<file path="src/rtl/i2c_master_pkg.sv">
// Shared definitions for the I2C master byte engine: FSM state codes, bit-index
// width, default timing parameters and the SDA drive rule.
package i2c_master_pkg;

    localparam int BIT_IDX_W           = 4;
    localparam int DEF_QUARTER_CYCLES  = 125;
    localparam int DEF_STRETCH_TIMEOUT = 1000;

    localparam logic [BIT_IDX_W-1:0] IDX_MSB = 4'd8;
    localparam logic [BIT_IDX_W-1:0] IDX_ACK = 4'd0;

    localparam logic [2:0] S_IDLE   = 3'd0;
    localparam logic [2:0] S_SETUP  = 3'd1;
    localparam logic [2:0] S_RISE   = 3'd2;
    localparam logic [2:0] S_HIGH   = 3'd3;
    localparam logic [2:0] S_FALL   = 3'd4;
    localparam logic [2:0] S_FINISH = 3'd5;

    // 1 = pull SDA low. Data bits come from the MSB of the outgoing shifter;
    // on the ACK bit only a reader that wants to ACK drives the line.
    function automatic logic sda_drive(input logic rd, input logic ack_bit,
                                       input logic msb, input logic send_ack);
        if (ack_bit) return rd & send_ack;
        return ~rd & ~msb;
    endfunction

endpackage

</file>
<file path="src/rtl/i2c_bit_phase.sv">
// Phase timer for the byte engine: counts clk cycles within the current SCL
// phase and counts cycles a slave holds SCL low after release.
module i2c_bit_phase
    import i2c_master_pkg::*;
#(
    parameter int  QUARTER_CYCLES  = DEF_QUARTER_CYCLES,
    parameter int  STRETCH_TIMEOUT = DEF_STRETCH_TIMEOUT,
    localparam int CNT_W           = $clog2(2 * QUARTER_CYCLES)
) (
    input  logic             clk,
    input  logic             reset,
    input  logic             restart,
    input  logic [CNT_W-1:0] phase_last,
    input  logic             stretch_en,
    input  logic             scl_in,
    output logic             phase_end,
    output logic             stretch_timeout
);

    localparam int               STR_W    = $clog2(STRETCH_TIMEOUT + 1);
    localparam logic [STR_W-1:0] STR_LAST = STR_W'(STRETCH_TIMEOUT - 1);

    logic [CNT_W-1:0] cnt_d, cnt_q;
    logic [STR_W-1:0] str_d, str_q;
    logic             stretching;

    assign stretching      = stretch_en && !scl_in;
    assign phase_end       = (cnt_q == phase_last);
    assign stretch_timeout = stretching && (str_q == STR_LAST);

    always_comb begin
        cnt_d = restart ? '0 : cnt_q + CNT_W'(1);
        str_d = stretching ? str_q + STR_W'(1) : '0;
    end

    always_ff @(posedge clk or posedge reset) begin
        if (reset) begin
            cnt_q <= '0;
            str_q <= '0;
        end else begin
            cnt_q <= cnt_d;
            str_q <= str_d;
        end
    end

endmodule

</file>
<file path="src/rtl/i2c_byte_transfer.sv">
// I2C master byte engine: one byte per start pulse, write or read, with bounded
// clock-stretch tolerance. Define I2C_BYTE_ARB_LOST_EN for arbitration-loss detection.
module i2c_byte_transfer
    import i2c_master_pkg::*;
#(
    parameter int QUARTER_CYCLES  = DEF_QUARTER_CYCLES,
    parameter int STRETCH_TIMEOUT = DEF_STRETCH_TIMEOUT
) (
    input  logic       clk,
    input  logic       reset,
    input  logic       start,
    input  logic       read_mode,
    input  logic [7:0] tx_byte,
    input  logic       send_ack,
    input  logic       sda_in,
    input  logic       scl_in,
    output logic       sda_oe,
    output logic       scl_oe,
    output logic       busy,
    output logic       done,
    output logic [7:0] rx_byte,
    output logic       nack,
    output logic       timeout,
    output logic       arb_lost
);

    localparam int               CNT_W     = $clog2(2 * QUARTER_CYCLES);
    localparam logic [CNT_W-1:0] QTR_LAST  = CNT_W'(QUARTER_CYCLES - 1);
    // The RISE cycle that sees SCL high already counts as the first high cycle.
    localparam logic [CNT_W-1:0] HIGH_LAST = CNT_W'(2 * QUARTER_CYCLES - 2);

    logic [2:0]           state_d, state_q;
    logic [BIT_IDX_W-1:0] idx_d, idx_q;
    logic                 rd_d, rd_q;
    logic                 sack_d, sack_q;
    logic [7:0]           shift_d, shift_q;
    logic [7:0]           rx_d, rx_q;
    logic                 nack_d, nack_q;
    logic                 tmo_d, tmo_q;
    logic                 park_d, park_q;

    logic             accept;
    logic             arb_hit;
    logic             restart;
    logic [CNT_W-1:0] phase_last;
    logic             stretch_en;
    logic             phase_end;
    logic             stretch_timeout;
    logic             drive_bit;

    assign accept = (state_q == S_IDLE) && start;

    i2c_bit_phase #(
        .QUARTER_CYCLES (QUARTER_CYCLES),
        .STRETCH_TIMEOUT(STRETCH_TIMEOUT)
    ) u_phase (
        .clk            (clk),
        .reset          (reset),
        .restart        (restart),
        .phase_last     (phase_last),
        .stretch_en     (stretch_en),
        .scl_in         (scl_in),
        .phase_end      (phase_end),
        .stretch_timeout(stretch_timeout)
    );

`ifdef I2C_BYTE_ARB_LOST_EN
    logic arb_d, arb_q;

    // We released SDA for a '1' data bit but another master holds it low.
    assign arb_hit = (state_q == S_HIGH) && !rd_q && (idx_q != IDX_ACK)
                     && shift_q[7] && !sda_in;

    always_comb begin
        arb_d = arb_q;
        if (accept)       arb_d = 1'b0;
        else if (arb_hit) arb_d = 1'b1;
    end

    always_ff @(posedge clk or posedge reset) begin
        if (reset) arb_q <= 1'b0;
        else       arb_q <= arb_d;
    end

    assign arb_lost = arb_q;
`else
    assign arb_hit  = 1'b0;
    assign arb_lost = 1'b0;
`endif

    always_comb begin
        state_d    = state_q;
        idx_d      = idx_q;
        rd_d       = rd_q;
        sack_d     = sack_q;
        shift_d    = shift_q;
        rx_d       = rx_q;
        nack_d     = nack_q;
        tmo_d      = tmo_q;
        park_d     = park_q;
        restart    = 1'b0;
        phase_last = QTR_LAST;
        stretch_en = 1'b0;
        case (state_q)
            S_IDLE: begin
                if (accept) begin
                    rd_d    = read_mode;
                    sack_d  = send_ack;
                    shift_d = tx_byte;
                    rx_d    = '0;
                    nack_d  = 1'b0;
                    tmo_d   = 1'b0;
                    idx_d   = IDX_MSB;
                    restart = 1'b1;
                    state_d = S_SETUP;
                end
            end
            S_SETUP: begin
                if (phase_end) begin
                    restart = 1'b1;
                    state_d = S_RISE;
                end
            end
            S_RISE: begin
                stretch_en = 1'b1;
                if (scl_in) begin
                    restart = 1'b1;
                    state_d = S_HIGH;
                end else if (stretch_timeout) begin
                    tmo_d   = 1'b1;
                    park_d  = 1'b0;
                    state_d = S_FINISH;
                end
            end
            S_HIGH: begin
                phase_last = HIGH_LAST;
                if (arb_hit) begin
                    park_d  = 1'b0;
                    state_d = S_FINISH;
                end else if (phase_end) begin
                    if (idx_q == IDX_ACK) begin
                        if (!rd_q) nack_d = sda_in;
                    end else if (rd_q) begin
                        rx_d = {rx_q[6:0], sda_in};
                    end
                    restart = 1'b1;
                    state_d = S_FALL;
                end
            end
            S_FALL: begin
                if (phase_end) begin
                    restart = 1'b1;
                    if (idx_q == IDX_ACK) begin
                        park_d  = 1'b1;
                        state_d = S_FINISH;
                    end else begin
                        idx_d   = idx_q - BIT_IDX_W'(1);
                        shift_d = {shift_q[6:0], 1'b0};
                        state_d = S_SETUP;
                    end
                end
            end
            S_FINISH: state_d = S_IDLE;
            default:  state_d = S_IDLE;
        endcase
    end

    always_ff @(posedge clk or posedge reset) begin
        if (reset) begin
            state_q <= S_IDLE;
            idx_q   <= '0;
            rx_q    <= '0;
            nack_q  <= 1'b0;
            tmo_q   <= 1'b0;
            park_q  <= 1'b0;
        end else begin
            state_q <= state_d;
            idx_q   <= idx_d;
            rx_q    <= rx_d;
            nack_q  <= nack_d;
            tmo_q   <= tmo_d;
            park_q  <= park_d;
        end
    end

    // Transfer operands are only consumed after a start has loaded them.
    always_ff @(posedge clk) begin
        rd_q    <= rd_d;
        sack_q  <= sack_d;
        shift_q <= shift_d;
    end

    assign drive_bit = sda_drive(rd_q, idx_q == IDX_ACK, shift_q[7], sack_q);

    // Between bytes SCL stays pulled low unless the last byte ended abnormally.
    always_comb begin
        sda_oe = 1'b0;
        scl_oe = park_q;
        case (state_q)
            S_SETUP, S_FALL: begin
                scl_oe = 1'b1;
                sda_oe = drive_bit;
            end
            S_RISE, S_HIGH: begin
                scl_oe = 1'b0;
                sda_oe = drive_bit;
            end
            default: ;
        endcase
    end

    assign busy    = (state_q != S_IDLE) && (state_q != S_FINISH);
    assign done    = (state_q == S_FINISH);
    assign rx_byte = rx_q;
    assign nack    = nack_q;
    assign timeout = tmo_q;

endmodule

</file>
<file path="config.mk">
export PLATFORM = sky130hd
export DESIGN_NAME = i2c_byte_transfer
export DESIGN_NICKNAME = d
export VERILOG_FILES = /design/src/rtl/i2c_master_pkg.sv /design/src/rtl/i2c_bit_phase.sv /design/src/rtl/i2c_byte_transfer.sv
export SDC_FILE = /design/constraint.sdc
export NUM_CORES = 1
export LEC_CHECK = 0
export CAP_MARGIN = 15
export CORE_ASPECT_RATIO = 1.4
export CORE_MARGIN = 4
export CORE_UTILIZATION = 45
export CTS_CLUSTER_SIZE = 14
export DETAILED_ROUTE_END_ITERATION = 8
export PLACE_DENSITY = 0.78
export SYNTH_ARGS = -nofsm -noshare
export SYNTH_HDL_FRONTEND = slang
export SYNTH_SLANG_ARGS = --single-unit
export TNS_END_PERCENT = 10
</file>
<file path="constraint.sdc">
create_clock -name clk -period 5 [get_ports clk]
set_input_delay 1.25 -clock clk [delete_from_list [all_inputs] [get_ports clk]]
set_output_delay 1.25 -clock clk [all_outputs]
set_load 0.05 [all_outputs]
</file>
Word-level counts from Yosys, hierarchy flattened
Cells that the tools add are included.
{ "word_totals": {"register_bits": 46, "latchBits": 0, "ram_bits": 0, "romBits": 0, "output_inout_bits": 15, "word_cells": 109, "mem_count": 0} }
{ "op_classes": {"n_addsub": 3, "mul": 0, "n_div": 0, "n_lt_le_gt_ge": 0, "n_eq_ne": 21, "shifts": 0, "muxes": 47, "bitwise_logic": 4, "n_reduce_logical": 23} }
{ "ops": {"columns": ["cell", "n"], "rows": [
  ["$mux W8", 9],
  ["$pmux W8 S2", 2],
  ["$ne A2 B2 Y1 const B", 12],
  ["$mux W3", 7],
  ["$reduce_and A5 Y1", 4],
  ["$mux W1", 18],
  ["$pmux W3 S5", 1],
  ["$mux W4", 3],
  ["$add A10 B1 Y10 const B", 1],
  ["$eq A10 B10 Y1 const B", 1],
  ["$mux W10", 1],
  ["$add A8 B1 Y8 const B", 1],
  ["$eq A8 B8 Y1", 1],
  ["$pmux W1 S2", 4],
  ["$pmux W4 S2", 1],
  ["$reduce_and A4 Y1", 2],
  ["$reduce_bool A2 Y1", 4],
  ["$eq A3 B2 Y1 const B", 2],
  ["$eq A3 B3 Y1 const B", 2],
  ["$ne A3 B3 Y1 const B", 2],
  ["$logic_and A1 B1 Y1", 4],
  ["$logic_not A4 Y1", 1],
  ["$reduce_or A2 Y1", 2],
  ["$reduce_or A4 Y1", 1],
  ["other kinds (10)", 12]
]} }

Depth between registers and ports, before layout
Gate-level depths: netlist of the first run.
{ "logic_depth": {"ltp_word": 7, "depth_mapped": 8, "depth_no_buf": 6} }

By module
Synthesis of the first run repeated with hierarchy kept, for this count alone.
{ "hier_totals": {"hier_cells": 268, "area_unflattened_um2": 2538.7} }
{ "by_module_without_submodules": {"columns": ["mod", "n_inst", "cells_per_inst", "area_per_inst_um2"], "rows": [
  ["i2c_byte_transfer", 1, 173, 1620.3],
  ["i2c_bit_phase", 1, 95, 918.4]
]} }

Worst setup path before layout of the first run
OpenSTA, ideal clock, no wires.
{ "synth_timing": {"path_kind": "reg-to-output", "from": "register idx_q[0]", "to": "output sda_oe", "arrival_ns": 1.987, "path_slack_ns": 1.763, "path_stages_with_launch": 8, "n_path_buf": 1, "path_cell_list": "dfrtp_1 -> inv_1 -> ha_1 -> or3b_1 -> buf_2 -> nor2_1 -> a21oi_1 -> a21oi_1"} }
{ "synth_between": {"elab_chain_len": 4} }
{ "synth_lines": {"columns": ["element", "line_no", "rtl"], "rows": [
  ["start, declared", "i2c_byte_transfer.sv:33", "logic [BIT_IDX_W-1:0] idx_d, idx_q;"],
  ["start signal, assigned", "i2c_byte_transfer.sv:178", "idx_q <= idx_d;"],
  ["$logic_not A4 Y1", "i2c_byte_transfer.sv:193", "assign drive_bit = sda_drive(rd_q, idx_q == IDX_ACK, shift_q[7], sack_q);"],
  ["$mux W1", "i2c_master_pkg.sv:23", "if (ack_bit) return rd & send_ack;"],
  ["$mux W1", "i2c_master_pkg.sv:24", "return ~rd & ~msb;"],
  ["$mux W1", "i2c_byte_transfer.sv:199", "case (state_q)"],
  ["end, declared", "i2c_byte_transfer.sv:17", "output logic sda_oe,"]
]} }
Every way passes these cells.

Worst setup path after layout of the first run
Ends and elaborated chain as after synthesis.

==> results of run 1 <==
==> metal layers <==
layer	vias to the layer above	GRT usage (%)	share of wire, %	routed length (um)
li1	967	-	-	-
met1	955	19.1	40	2100
met3	14	2.95	3.6	186
met4	0	7.52	2.3	119
met2	34	28.8	54	2800
met5	-	0	0	0
==> path summary, 6_finish.rpt <==
check | depth (start not counted) | end | slack [ns]
worst max-delay path | 7 | sda_oe | 1.12
worst min-delay path | 1 | u_phase.str_q[0] | 0.50
worst max register to register | 4 | shift_q[3] | 2.23
worst min register to register | 1 | u_phase.str_q[0] | 0.50
max in group asynchronous | 3 | u_phase.str_q[0] | 3.33
min in group asynchronous | 3 | rx_byte[7] | 1.34
==> Yosys cell counts (4+ instances only) <==
| cell type | n | area share, % |
|---|---|---|
| nand2_1 | 53 | 8.1 |
| dfrtp_1 | 36 | 36 |
| nor2_1 | 19 | 2.9 |
| inv_1 | 14 | 2.1 |
| edfxtp_1 | 10 | 12 |
| nand3_1 | 10 | 2.0 |
| a211oi_1 | 9 | 2.7 |
| clkbuf_1 | 9 | 1.4 |
| xnor2_1 | 9 | 3.2 |
| o221ai_1 | 8 | 2.8 |
| a21oi_1 | 6 | 1.2 |
| nand2b_1 | 6 | 1.5 |
| ha_1 | 5 | 2.5 |
| nor3_1 | 5 | 1.0 |
| o21ai_0 | 4 | 0.81 |
| xor2_1 | 4 | 1.4 |
==> layout by cell type, fill, tap and decap left out, types with 6 or more instances in the layout <==
cell              n
a211oi_1          9
a21oi_1           6
clkdlybuf4s50_1  28
dfrtp_1          36
edfxtp_1         10
inv_1            14
nand2_1          53
nand2b_1          6
nand3_1          10
nor2_1           19
o221ai_1          8
xnor2_1           9
==> per-stage QoR <==
step	area (um2)	cells	worst slack [ns]	hold slack (ns)	total power, W
2_1_floorplan	2470	263	1.76	0.455	0.000407
3_3_place_gp	2790	346	1.53	0.473	0.000422
3_5_place_dp	2790	346	1.48	0.481	0.000423
4_1_cts	2900	354	1.13	0.497	0.000692
5_1_grt	2900	354	0.944	0.516	0.000710
6_report	2900	354	1.12	0.495	0.000689
==> power by group <==
group,internal [W],leakage [nW],total (W),switching (W)
Combinational,0.0000140,0.650,0.0000284,0.0000144
Clock,0.000150,0.0524,0.000275,0.000125
Sequential,0.000384,0.511,0.000386,0.00000134
==> flip-flops by register name (all words and copies together) (netlist names) <==
register,cells
park_q,1
u_phase.str_q,10
shift_q,8
rx_byte,8
state_q,3
sack_q,1
nack,1
timeout,1
u_phase.cnt_q,8
idx_q,4
rd_q,1
==> cells by family (layout without fill, tap and decap cells) <==
logic type,Yosys count,after routing
simple gates,122,122
other cells,1,1
flops,46,46
mux,3,3
buf+inv,28,53
compound gates,45,45
fa+ha+maj,5,5
xor+xnor,13,13
==> area by class of cell <==
cell class	instances	area [um2]
Fill cell	463	2340
Sequential cell	46	1200
Multi-Input combinational cell	189	1160
Timing Repair Buffer	30	295
Tap cell	66	82.6
Clock buffer	7	76.3
Inverter	15	56.3
Clock inverter	1	30.0
==> reports/results.tsv, run 1 <==
metric	value	unit
cpMostUsedCell	a21oi_1	
drive_above_1_share	5.56	%
postRouteAntennaNets	0	
viasPerCell	5.56	
fin_nets	307	
grt_pass1_wl	8740	um
cp_max_fo	9	
report.final.setup_viol	0	
root_buffer	clkbuf_8	
period_minus_slack	3.88	ns
core_area	5240	um2
cts_sinks	46	
synth_xor_area_share	4.61	%
vias	1970	
synth_top_family_by_area	simple AND/OR/NAND/NOR gates	
drt_iter0_markers	101	
synthMuxAreaShare	1.42	%
synthSimpleGateAreaFrac	24.5	%
antenna_cells	0	
syn-num-nets	283	
path_cells	inv_1 -> ha_1 -> or3b_1 -> nor2_1 -> a21oi_1 -> a21oi_1 -> clkdlybuf4s50_1	
rsz0062_at_grt	false	
slowest_delay	0.82	ns
cts_resized	0	
crit_arrival	2.63	ns
async_flop_share	78.3	%
place_hpwl	3790	um
cts_tree	yes	
hp-class	reg2reg	
hold_start	u_phase.str_q[0]	
critPathLaunchType	flip-flop	
synth_flop_cell	dfrtp_1	
tightest_slew	0.738	ns
post_cts_buffers	0	
postLayoutCoreUtil	55.3	%
area_delta_synth_final	17.3	%
crit_start	idx_q[0]	
endpoint_kind	output pin	
grt_max_degree	37	
drc	0	
grt_overflow	0	
htree_num_levels	2	
synth_seq_area_share	48.6	%
yosys_warnings	0	
io_pins	30	
synth_cells	263	
clock_skew	0.00869	ns
status	finished clean	
ys_ff_latch	46	
setup_tns	0	ns
cts_buffer_depth	2	
synth_enable_flop_cells	10	
numCtsBuffers	5	
postCtsHoldBufs	0	
grt_pass1_vias	1897	
grt_usage	16.3	%
drv_slew	0	
clkTransAtPathRegs	0.09	ns
slew_headroom	50.8	%
power_leakage	1.21	nW
die_h	95.7	um
synth_area	2470	um2
path_class	reg2out	
crit_family	buffers and inverters	
critPathBufInv	2	
insertion_delay	0.30	ns
ir_worst_vdd	0.174	mV
finalHoldViolCount	0	
initial_core_util	47.2	%
synth_compound_area_share	13.6	%
portBuffers	28	
slowest_stage	clkdlybuf4s50_1	
std_cell_rows	31	
synth_fa_ha_area_share	2.53	%
cap_violations	0	
p_per_area	238	nW/um2
first_pass_iters	4	
reg2reg_from	state_q[0]	
fin_crit_sh	77.6	%
max_freq	258	MHz
critPathRequiredTime	3.75	ns
totalWireLength	5210	um
syn_area_per_cell	9.39	um2
wl_per_cell	14.7	um
die_w	70.6	um
gp_congestion	0.839	
ys_types	52	
antenna_found_initial	0	
die_area	6760	um2
Power figures use the tool's default switching activity.
==> run 2: changes to the inputs <==
==> constraint.sdc (replaced) <==
create_clock -name clk -period 3.9 [get_ports clk]
set_input_delay 0.975 -clock clk [delete_from_list [all_inputs] [get_ports clk]]
set_output_delay 0.975 -clock clk [all_outputs]
set_load 0.05 [all_outputs]
==> run 2 against run 1 <==
  * Sequential share of layout area decreased by 0.14 points
  * Register-to-register slack worse by 1.2 ns
  * Critical path depth unchanged
  * Final cell count is the same
  * Combinational power rose by 28%
  * Non-clock buffer count did not move
  * Global-route usage shrank 0.46 points
  * Highest routed layer unchanged
  * Largest power group unchanged
  * Clock power is 35% higher
  * Sequential power increased by 28%
==> reports/results.tsv, run 2 (synthesis results as in run 1) <==
metric	value	unit	change
viasPerCell	5.55		-0.36%
dp_slack	0.644	ns	-0.834 ns
drc	0		unchanged
path_class	reg2out		
slowest_stage	clkdlybuf4s50_1		
slew_headroom	50.3	%	-0.56 points
critPathLaunchType	flip-flop		
fin_crit_sh	91.6	%	
cts_resized	0		unchanged
area_delta_synth_final	17.7	%	
cap_violations	0		unchanged
root_buffer	clkbuf_8		
path_cells	inv_1 -> ha_1 -> or3b_1 -> nor2_1 -> a21oi_1 -> a21oi_1 -> clkdlybuf4s50_1		
whs_endpoint	u_phase.str_q[0]		
ir_worst_vdd	0.206	mV	+19%
finalHoldViolCount	0		unchanged
cts_buffer_depth	2		unchanged
status	finished clean		
fill_cells	463		unchanged
portBuffers	28		unchanged
drt_iter0_markers	111		+9.9%
report.final.setup_viol	0		unchanged
grt_pass1_vias	1882		-0.79%
worstRegToRegCells	4		unchanged
grt_overflow	0		unchanged
max_freq	280	MHz	
place_hpwl	3780	um	-0.21%
fin_nets	307		unchanged
period_minus_slack	3.57	ns	
io_pins	30		unchanged
cp_max_fo	9		unchanged
crit_family	buffers and inverters		
power_leakage	1.22	nW	+0.50%
largest_reg_flops	10		unchanged
clkTransAtPathRegs	0.08	ns	about the same
whs_path_depth	1		unchanged
die_area	6760	um2	unchanged
critPathBufInv	2		unchanged
final_cell_mix	53 x nand2_1, 36 x dfrtp_1, 28 x clkdlybuf4s50_1		
totalWireLength	5160	um	-0.94%
drv_slew	0		unchanged
wl_per_cell	14.6	um	-0.94%
hold_start	u_phase.str_q[0]		
finalWorstSetupSlack	0.327	ns	-0.795 ns
tightest_slew	0.746	ns	+0.00836 ns
clock_skew	0.0125	ns	+0.00381 ns
numCtsBuffers	5		unchanged
die_h	95.7	um	unchanged
post_cts_buffers	0		unchanged
reg2reg_from	state_q[0]		
crit_start	idx_q[0]		
final_common_cell	nand2_1		
r2r_setup_slack	1.08	ns	-1.15 ns
antenna_found_initial	0		unchanged
cts_tree	yes		
htree_num_levels	2		unchanged
slowest_delay	0.82	ns	about the same
postRouteAntennaNets	0		unchanged
hp-class	reg2reg		
grt_usage	15.8	%	-0.46 points
p_per_area	310	nW/um2	+30%
die_w	70.6	um	unchanged
core_area	5240	um2	unchanged
endpoint_kind	output pin		
critPathRequiredTime	2.92	ns	-0.83 ns
r2r_end	shift_q[3]		
cts_sinks	46		unchanged
setup_tns	0	ns	unchanged
initial_core_util	47.2	%	unchanged
std_cell_rows	31		unchanged
regMostFlops	u_phase.str_q		
insertion_delay	0.31	ns	about the same
postCtsHoldBufs	0		unchanged
grt_max_degree	37		unchanged
vias	1963		-0.36%
crit_arrival	2.60	ns	-0.03 ns
first_pass_iters	4		unchanged
rsz0062_at_grt	false		
cpMostUsedCell	a21oi_1		
drive_above_1_share	5.90	%	+0.35 points
grt_pass1_wl	8400	um	-3.9%
gp_congestion	0.839		unchanged
antenna_cells	0		unchanged
-- run 2: cell count changes in the layout (fill, tap and decap cells not counted) --
cell / delta
clkbuf_1: -1
clkbuf_8: +1
-- run 2: worst max-delay path by stage --
| stage | end | cells after the start |
|---|---|---|
| floorplan | sda_oe | 7 |
| global placement | shift_q[0] | 6 |
| detailed placement | sda_oe | 7 |
| CTS | sda_oe | 7 |
| global route | sda_oe | 7 |
| finish | sda_oe | 7 |
-- run 2: per-layer routing --
layer	track usage, %	vias to the layer above	part of all wire, %
li1	-	970	-
met1	18.2	941	41
met2	27.3	35	53
met3	3.38	17	2.6
met4	8.93	0	3.5
met5	0	-	0
-- run 2: report_power, final --
group | leakage [nW] | total (W) | switching, W | internal [W]
Clock | 0.0585 | 0.000370 | 0.000161 | 0.000209
Combinational | 0.650 | 0.0000364 | 0.0000183 | 0.0000180
Sequential | 0.511 | 0.000495 | 0.00000156 | 0.000493
Total | 1.22 | 0.000901 | 0.000181 | 0.000720
-- run 2: area by class of cell --
class	instances	area [um2]	area share, %
clock buffer	7	86.3	2.97
clock inverter	1	30.0	1.03
inverter	15	56.3	1.94
multi-input combinational	189	1160	39.8
sequential	46	1200	41.3
tap	66	82.6	2.84
timing repair buffer	30	295	10.2
-- run 2: through the flow --
stage          hold slack, ns  total power [W]  utilization [%]  area (um2)  std cells
4_1_cts                 0.499         0.000907             55.5        2910        354
3_3_place_gp            0.473         0.000541             53.3        2790        346
6_report                0.495         0.000901             55.5        2910        354
5_1_grt                 0.519         0.000933             55.5        2910        354
3_5_place_dp            0.485         0.000542             53.3        2790        346
2_1_floorplan           0.455         0.000521                -        2470        263
